<file path="src/rtl/imm_pkg.sv">
// Shared types and field widths for the rotated-immediate encoder.
package imm_pkg;

  typedef enum logic [1:0] {IDLE, SEARCH, DONE} imm_state_t;

  localparam int IMM_BITS  = 8;
  localparam int ROT_BITS  = 4;
  localparam int ROT_STEPS = 16;
  localparam int WORD_BITS = 32;

endpackage

</file>
<file path="src/rtl/imm_encoder_rotate_left.sv">
// Combinational rotate-left; shared with the extender's rotate path.
module rotate_left #(
  parameter int num_bits = 32
) (
  input  logic [num_bits-1:0] a,
  input  logic [4:0]          shamt,
  output logic [num_bits-1:0] y
);

  logic [2*num_bits-1:0] dbl;

  // Upper half of the shifted doubled word is the rotated value.
  always_comb begin
    dbl = {a, a} << shamt;
    y   = dbl[2*num_bits-1:num_bits];
  end

endmodule

</file>
<file path="src/rtl/imm_encoder.sv">
// Searches, one rotation per cycle, for the smallest rot such that
// ROR(imm8, 2*rot) reproduces the latched 32-bit value.
module imm_encoder
  import imm_pkg::*;
(
  input  logic                          clk,
  input  logic                          reset_n,
  input  logic                          start,
  input  logic [WORD_BITS-1:0]          value,
  output logic                          busy,
  output logic                          done,
  output logic                          valid,
  output logic [IMM_BITS-1:0]           imm8,
  output logic [ROT_BITS-1:0]           rot,
  output logic [ROT_BITS+IMM_BITS-1:0]  operand2
);

  imm_state_t           state_q, state_d;
  logic [WORD_BITS-1:0] value_q, value_d;
  logic [ROT_BITS-1:0]  r_q, r_d;
  logic [IMM_BITS-1:0]  imm8_q, imm8_d;
  logic [ROT_BITS-1:0]  rot_q, rot_d;
  logic                 valid_q, valid_d;
  logic                 busy_q, busy_d;
  logic                 done_q, done_d;
  logic [WORD_BITS-1:0] cand;
  logic                 hit;

  rotate_left #(.num_bits(WORD_BITS)) u_rol (
    .a     (value_q),
    .shamt ({r_q, 1'b0}),
    .y     (cand)
  );

  assign hit = (cand[WORD_BITS-1:IMM_BITS] == '0);

  always_comb begin
    state_d = state_q;
    value_d = value_q;
    r_d     = r_q;
    imm8_d  = imm8_q;
    rot_d   = rot_q;
    valid_d = valid_q;
    case (state_q)
      IDLE: begin
        if (start) begin
          value_d = value;
          r_d     = '0;
          valid_d = 1'b0;
          state_d = SEARCH;
        end
      end
      SEARCH: begin
        if (hit) begin
          imm8_d  = cand[IMM_BITS-1:0];
          rot_d   = r_q;
          valid_d = 1'b1;
          state_d = DONE;
        end else if (r_q == ROT_BITS'(ROT_STEPS - 1)) begin
          imm8_d  = '0;
          rot_d   = '0;
          valid_d = 1'b0;
          state_d = DONE;
        end else begin
          r_d = r_q + 1'b1;
        end
      end
      DONE:    state_d = IDLE;
      default: state_d = IDLE;
    endcase
    // Status flags are registered from the next state so they align with it.
    busy_d = (state_d != IDLE);
    done_d = (state_d == DONE);
  end

  always_ff @(posedge clk or negedge reset_n) begin
    if (!reset_n) begin
      state_q <= IDLE;
      value_q <= '0;
      r_q     <= '0;
      imm8_q  <= '0;
      rot_q   <= '0;
      valid_q <= 1'b0;
      busy_q  <= 1'b0;
      done_q  <= 1'b0;
    end else begin
      state_q <= state_d;
      value_q <= value_d;
      r_q     <= r_d;
      imm8_q  <= imm8_d;
      rot_q   <= rot_d;
      valid_q <= valid_d;
      busy_q  <= busy_d;
      done_q  <= done_d;
    end
  end

  assign busy     = busy_q;
  assign done     = done_q;
  assign valid    = valid_q;
  assign imm8     = imm8_q;
  assign rot      = rot_q;
  assign operand2 = {rot_q, imm8_q};

endmodule
</file>
<file path="config.mk">
export PLATFORM = sky130hd
export DESIGN_NAME = imm_encoder
export DESIGN_NICKNAME = d
export VERILOG_FILES = /design/src/rtl/imm_pkg.sv /design/src/rtl/imm_encoder_rotate_left.sv /design/src/rtl/imm_encoder.sv
export SDC_FILE = /design/constraint.sdc
export NUM_CORES = 1
export LEC_CHECK = 0
export CAP_MARGIN = 10
export CORE_MARGIN = 5
export CORE_UTILIZATION = 59
export CTS_CLUSTER_SIZE = 40
export DETAILED_ROUTE_END_ITERATION = 16
export PLACE_DENSITY_LB_ADDON = 0.1
export SLEW_MARGIN = 10
export SYNTH_ARGS = -nofsm -noshare
export SYNTH_HDL_FRONTEND = slang
export SYNTH_SLANG_ARGS = --single-unit
</file>
<file path="constraint.sdc">
create_clock -name clk -period 7.99 [get_ports clk]
set_clock_uncertainty 0.15 [all_clocks]
set_input_delay 1.598 -clock clk [delete_from_list [all_inputs] [get_ports clk]]
set_output_delay 1.598 -clock clk [all_outputs]
set_load 0.03 [all_outputs]
</file>
==> results.json <==
{
  "initial_utilization_pct": 60.2,
  "die_area_um2": 8660,
  "grt_antenna_before_repair": 0,
  "synth_top_area_cell": "dfrtp_1",
  "post_cts_buffers": 0,
  "fin_crit_ns": 4.72,
  "r2r_setup_slack_ns": 3.27,
  "p_sw_mw": 0.909,
  "hp-start": "state_q[1]$_DFF_PN0_",
  "path_class": "reg -> reg",
  "tightestPinTransition_ns": 1.13,
  "grt_pass1_wl_mm": 17.1,
  "fillers": 548,
  "layout.nets": 521,
  "grt_max_degree": 65,
  "routabilityCongestion": 0.954,
  "dp_slack_ns": 3.32,
  "internal_power_mw": 1.01,
  "cts-root-buf": "clkbuf_8",
  "yosysUniqueCellTypes": 48,
  "r2r_start": "r_q[1]$_DFFE_PN0P_",
  "synth.most_common_cell": "nand2_1",
  "antenna_cells": 0,
  "min_path_type": "reg -> reg",
  "rows": 30,
  "drt-initial-drc-count": 338,
  "hold_viol": 0,
  "ys_ff_latch": 53,
  "cts_tree": "yes",
  "drv_cap": 0,
  "synth_area_leaders": "dfrtp_1, nand2_1, mux4_2, mux2i_1, mux2_2",
  "rsz0062_at_grt": "false",
  "track_usage_pct": 24.9,
  "postCtsHoldBufs": 0,
  "overflow": 0,
  "reg2regPathDepth": 8,
  "die_h_um": 93.1,
  "numPlacedInstances": 558,
  "worst_setup_path_end_kind": "register",
  "switching_share_pct": 47.3,
  "syn_inst": 466,
  "synth.avg_cell_area_um2": 8.73,
  "fp.coreArea_um2": 6760,
  "critical_path_arrival_ns": 4.71,
  "port_buffers": 61,
  "antenna_left": 0,
  "vias": 3509,
  "cts_buffers": 5,
  "seq_area_um2": 1330,
  "fmax_ghz": 0.212,
  "async_flop_share_pct": 100,
  "die_w_um": 93.1,
  "wl_per_cell_um": 18.5,
  "fin_ws_ns": 3.27,
  "final_cells": 566,
  "totalPowerFinal_mw": 1.92,
  "yosysWarnings": 0,
  "grt_pass1_vias": 3371,
  "viasPerCell": 6.20,
  "synth.yosys.seq_area_share_pct": 32.6,
  "synth-edff-count": 0,
  "hpwl_mm": 7.43,
  "synthTopCellsByCount": "nand2_1, dfrtp_1, mux2i_1",
  "first_pass_iters": 5,
  "clock-sinks": 53,
  "finalMaxSlewViolations": 0,
  "p_per_area_nw_per_um2": 414,
  "fin_setup_tns_ns": 0,
  "netlist.area_leader.share_pct": 32.6,
  "power_leakage_nw": 1.98,
  "ir_drop_uv": 242,
  "htreeDepth": 2,
  "worst_skew_pair.late_latency_ns": 0.31,
  "crit_fanout": 40,
  "finalCritPeriodShare_pct": 59.1,
  "wirelength_mm": 10.5,
  "clk_pin_slew_ns": 0.10,
  "syn_to_final_growth_pct": 14.0,
  "combPwrFrac_pct": 57.2,
  "multi_input_area_um2": 2430,
  "drive_gt1_share_pct": 10.9,
  "relSlewSlack_pct": 24.6,
  "drcViolationCount": 0,
  "clkPwrFrac_pct": 10.2,
  "min_path_cells": 1,
  "status": "finished, final reports clean",
  "pwr-share-seq_pct": 32.6,
  "r2r-end": "rot[2]$_DFFE_PN0P_",
  "io_pins": 62,
  "syn_area_um2": 4070,
  "hold_end": "busy$_DFF_PN0_",
  "crit_required_ns": 7.98,
  "synth_flop_cell": "dfrtp_1",
  "cp-start-kind": "register",
  "setup_viol": 0,
  "clk_path_buf_depth": 2,
  "cts_resized": 0,
  "syn_nets": 502
}
-- routing by layer --
layer / share of wire, % / vias up / GRT usage [%]
met5: 0 / - / 0
met4: 1.5 / 0 / 5.74
met3: 7.3 / 16 / 3.86
met2: 49 / 144 / 41.5
met1: 43 / 1676 / 34.3
li1: - / 1673 / -
-- layout by cell type (no fill, tap or decap), types with 2 or more instances in the layout --
cell type        Yosys  final
nor2b_1              4      4
nand3b_1             2      2
mux2_2              11     11
mux4_2              23     23
o21ai_0             18     18
o2bb2ai_1            2      2
a211oi_1             3      3
clkbuf_8             0      6
nand3_1              6      6
buf_4               13      5
mux2i_1             41     41
clkdlybuf4s50_1      0     60
inv_1                3      3
a2111oi_0            4      4
nor2_1              31     31
a21oi_1             11     11
nor4_1               7      7
nor3_1              13     13
dfrtp_2              0      3
a31oi_1              2      2
nand4_1              2      2
nor4b_1              6      6
nand4b_1             3      3
dfrtp_1             53     50
nand2_1            140    140
o211ai_1             7      7
-- critical path: stages, from the launching register on --
cell and delay (ns):
dfrtp_2 0.89, buf_4 0.56, mux4_2 0.59, mux2_2 0.29, or3_1 0.34, or4_1 0.42, a31oi_1 0.23, nor4b_4 0.81
o21ai_0 0.26
-- per-stage QoR --
step	hold slack [ns]	cell area, µm²	utilization [%]
after floorplan	0.279	4070	-
after detailed placement	0.318	4520	66.9
after global placement	0.324	4520	66.9
after CTS	0.342	4640	68.7
final	0.341	4640	68.7
after global routing	0.399	4640	68.7
-- cells by family (layout without fill, tap and decap cells) --
logic type | after synthesis | in the layout | synth area share (%)
flip-flops | 53 | 53 | 32.6
AO/OA/AOI/OAI | 53 | 53 | 8.27
multiplexers | 75 | 75 | 25.9
buffers and inverters | 57 | 77 | 7.59
adder cells (fa/ha/maj) | 1 | 1 | 0.307
AND/OR/NAND/NOR | 227 | 227 | 25.4
-- layout make-up --
class | instances | area share, %
multi-input combinational | 356 | 52.5
timing repair buffer | 66 | 13.9
clock buffer | 6 | 1.78
tap | 80 | 2.16
clock inverter | 2 | 0.809
inverter | 3 | 0.243
sequential | 53 | 28.7
-- sequential cells by signal, indices dropped and copies added (netlist names) --
register  flops
busy          1
done          1
rot           4
state_q       2
r_q           4
valid         1
value_q      32
imm8          8
-- worst max-delay path by stage --
stage                             from                  end  slack (ns)  cells after the start
2_1_floorplan  value_q[29]$_DFFE_PN0P_  imm8[1]$_DFFE_PN0P_        4.92                      9
3_3_place_gp        r_q[1]$_DFFE_PN0P_  imm8[3]$_DFFE_PN0P_        3.49                      8
3_5_place_dp        r_q[1]$_DFFE_PN0P_   rot[2]$_DFFE_PN0P_        3.32                      8
4_1_cts             r_q[1]$_DFFE_PN0P_   rot[2]$_DFFE_PN0P_        3.30                      8
5_1_grt             r_q[1]$_DFFE_PN0P_   rot[2]$_DFFE_PN0P_        2.90                      8
6_report            r_q[1]$_DFFE_PN0P_   rot[2]$_DFFE_PN0P_        3.27                      8
-- power groups by stage --
| stage | clock network, mW | registers (mW) | logic (mW) |
|---|---|---|---|
| finish | 0.195 | 0.627 | 1.10 |
| CTS | 0.198 | 0.616 | 1.09 |
| detailed placement | 0 | 0.622 | 1.09 |
| floorplan | 0 | 0.458 | 0.985 |
| global route | 0.208 | 0.645 | 1.20 |
| global placement | 0 | 0.624 | 1.07 |
Note: power is estimated with default switching activity, not from simulation.
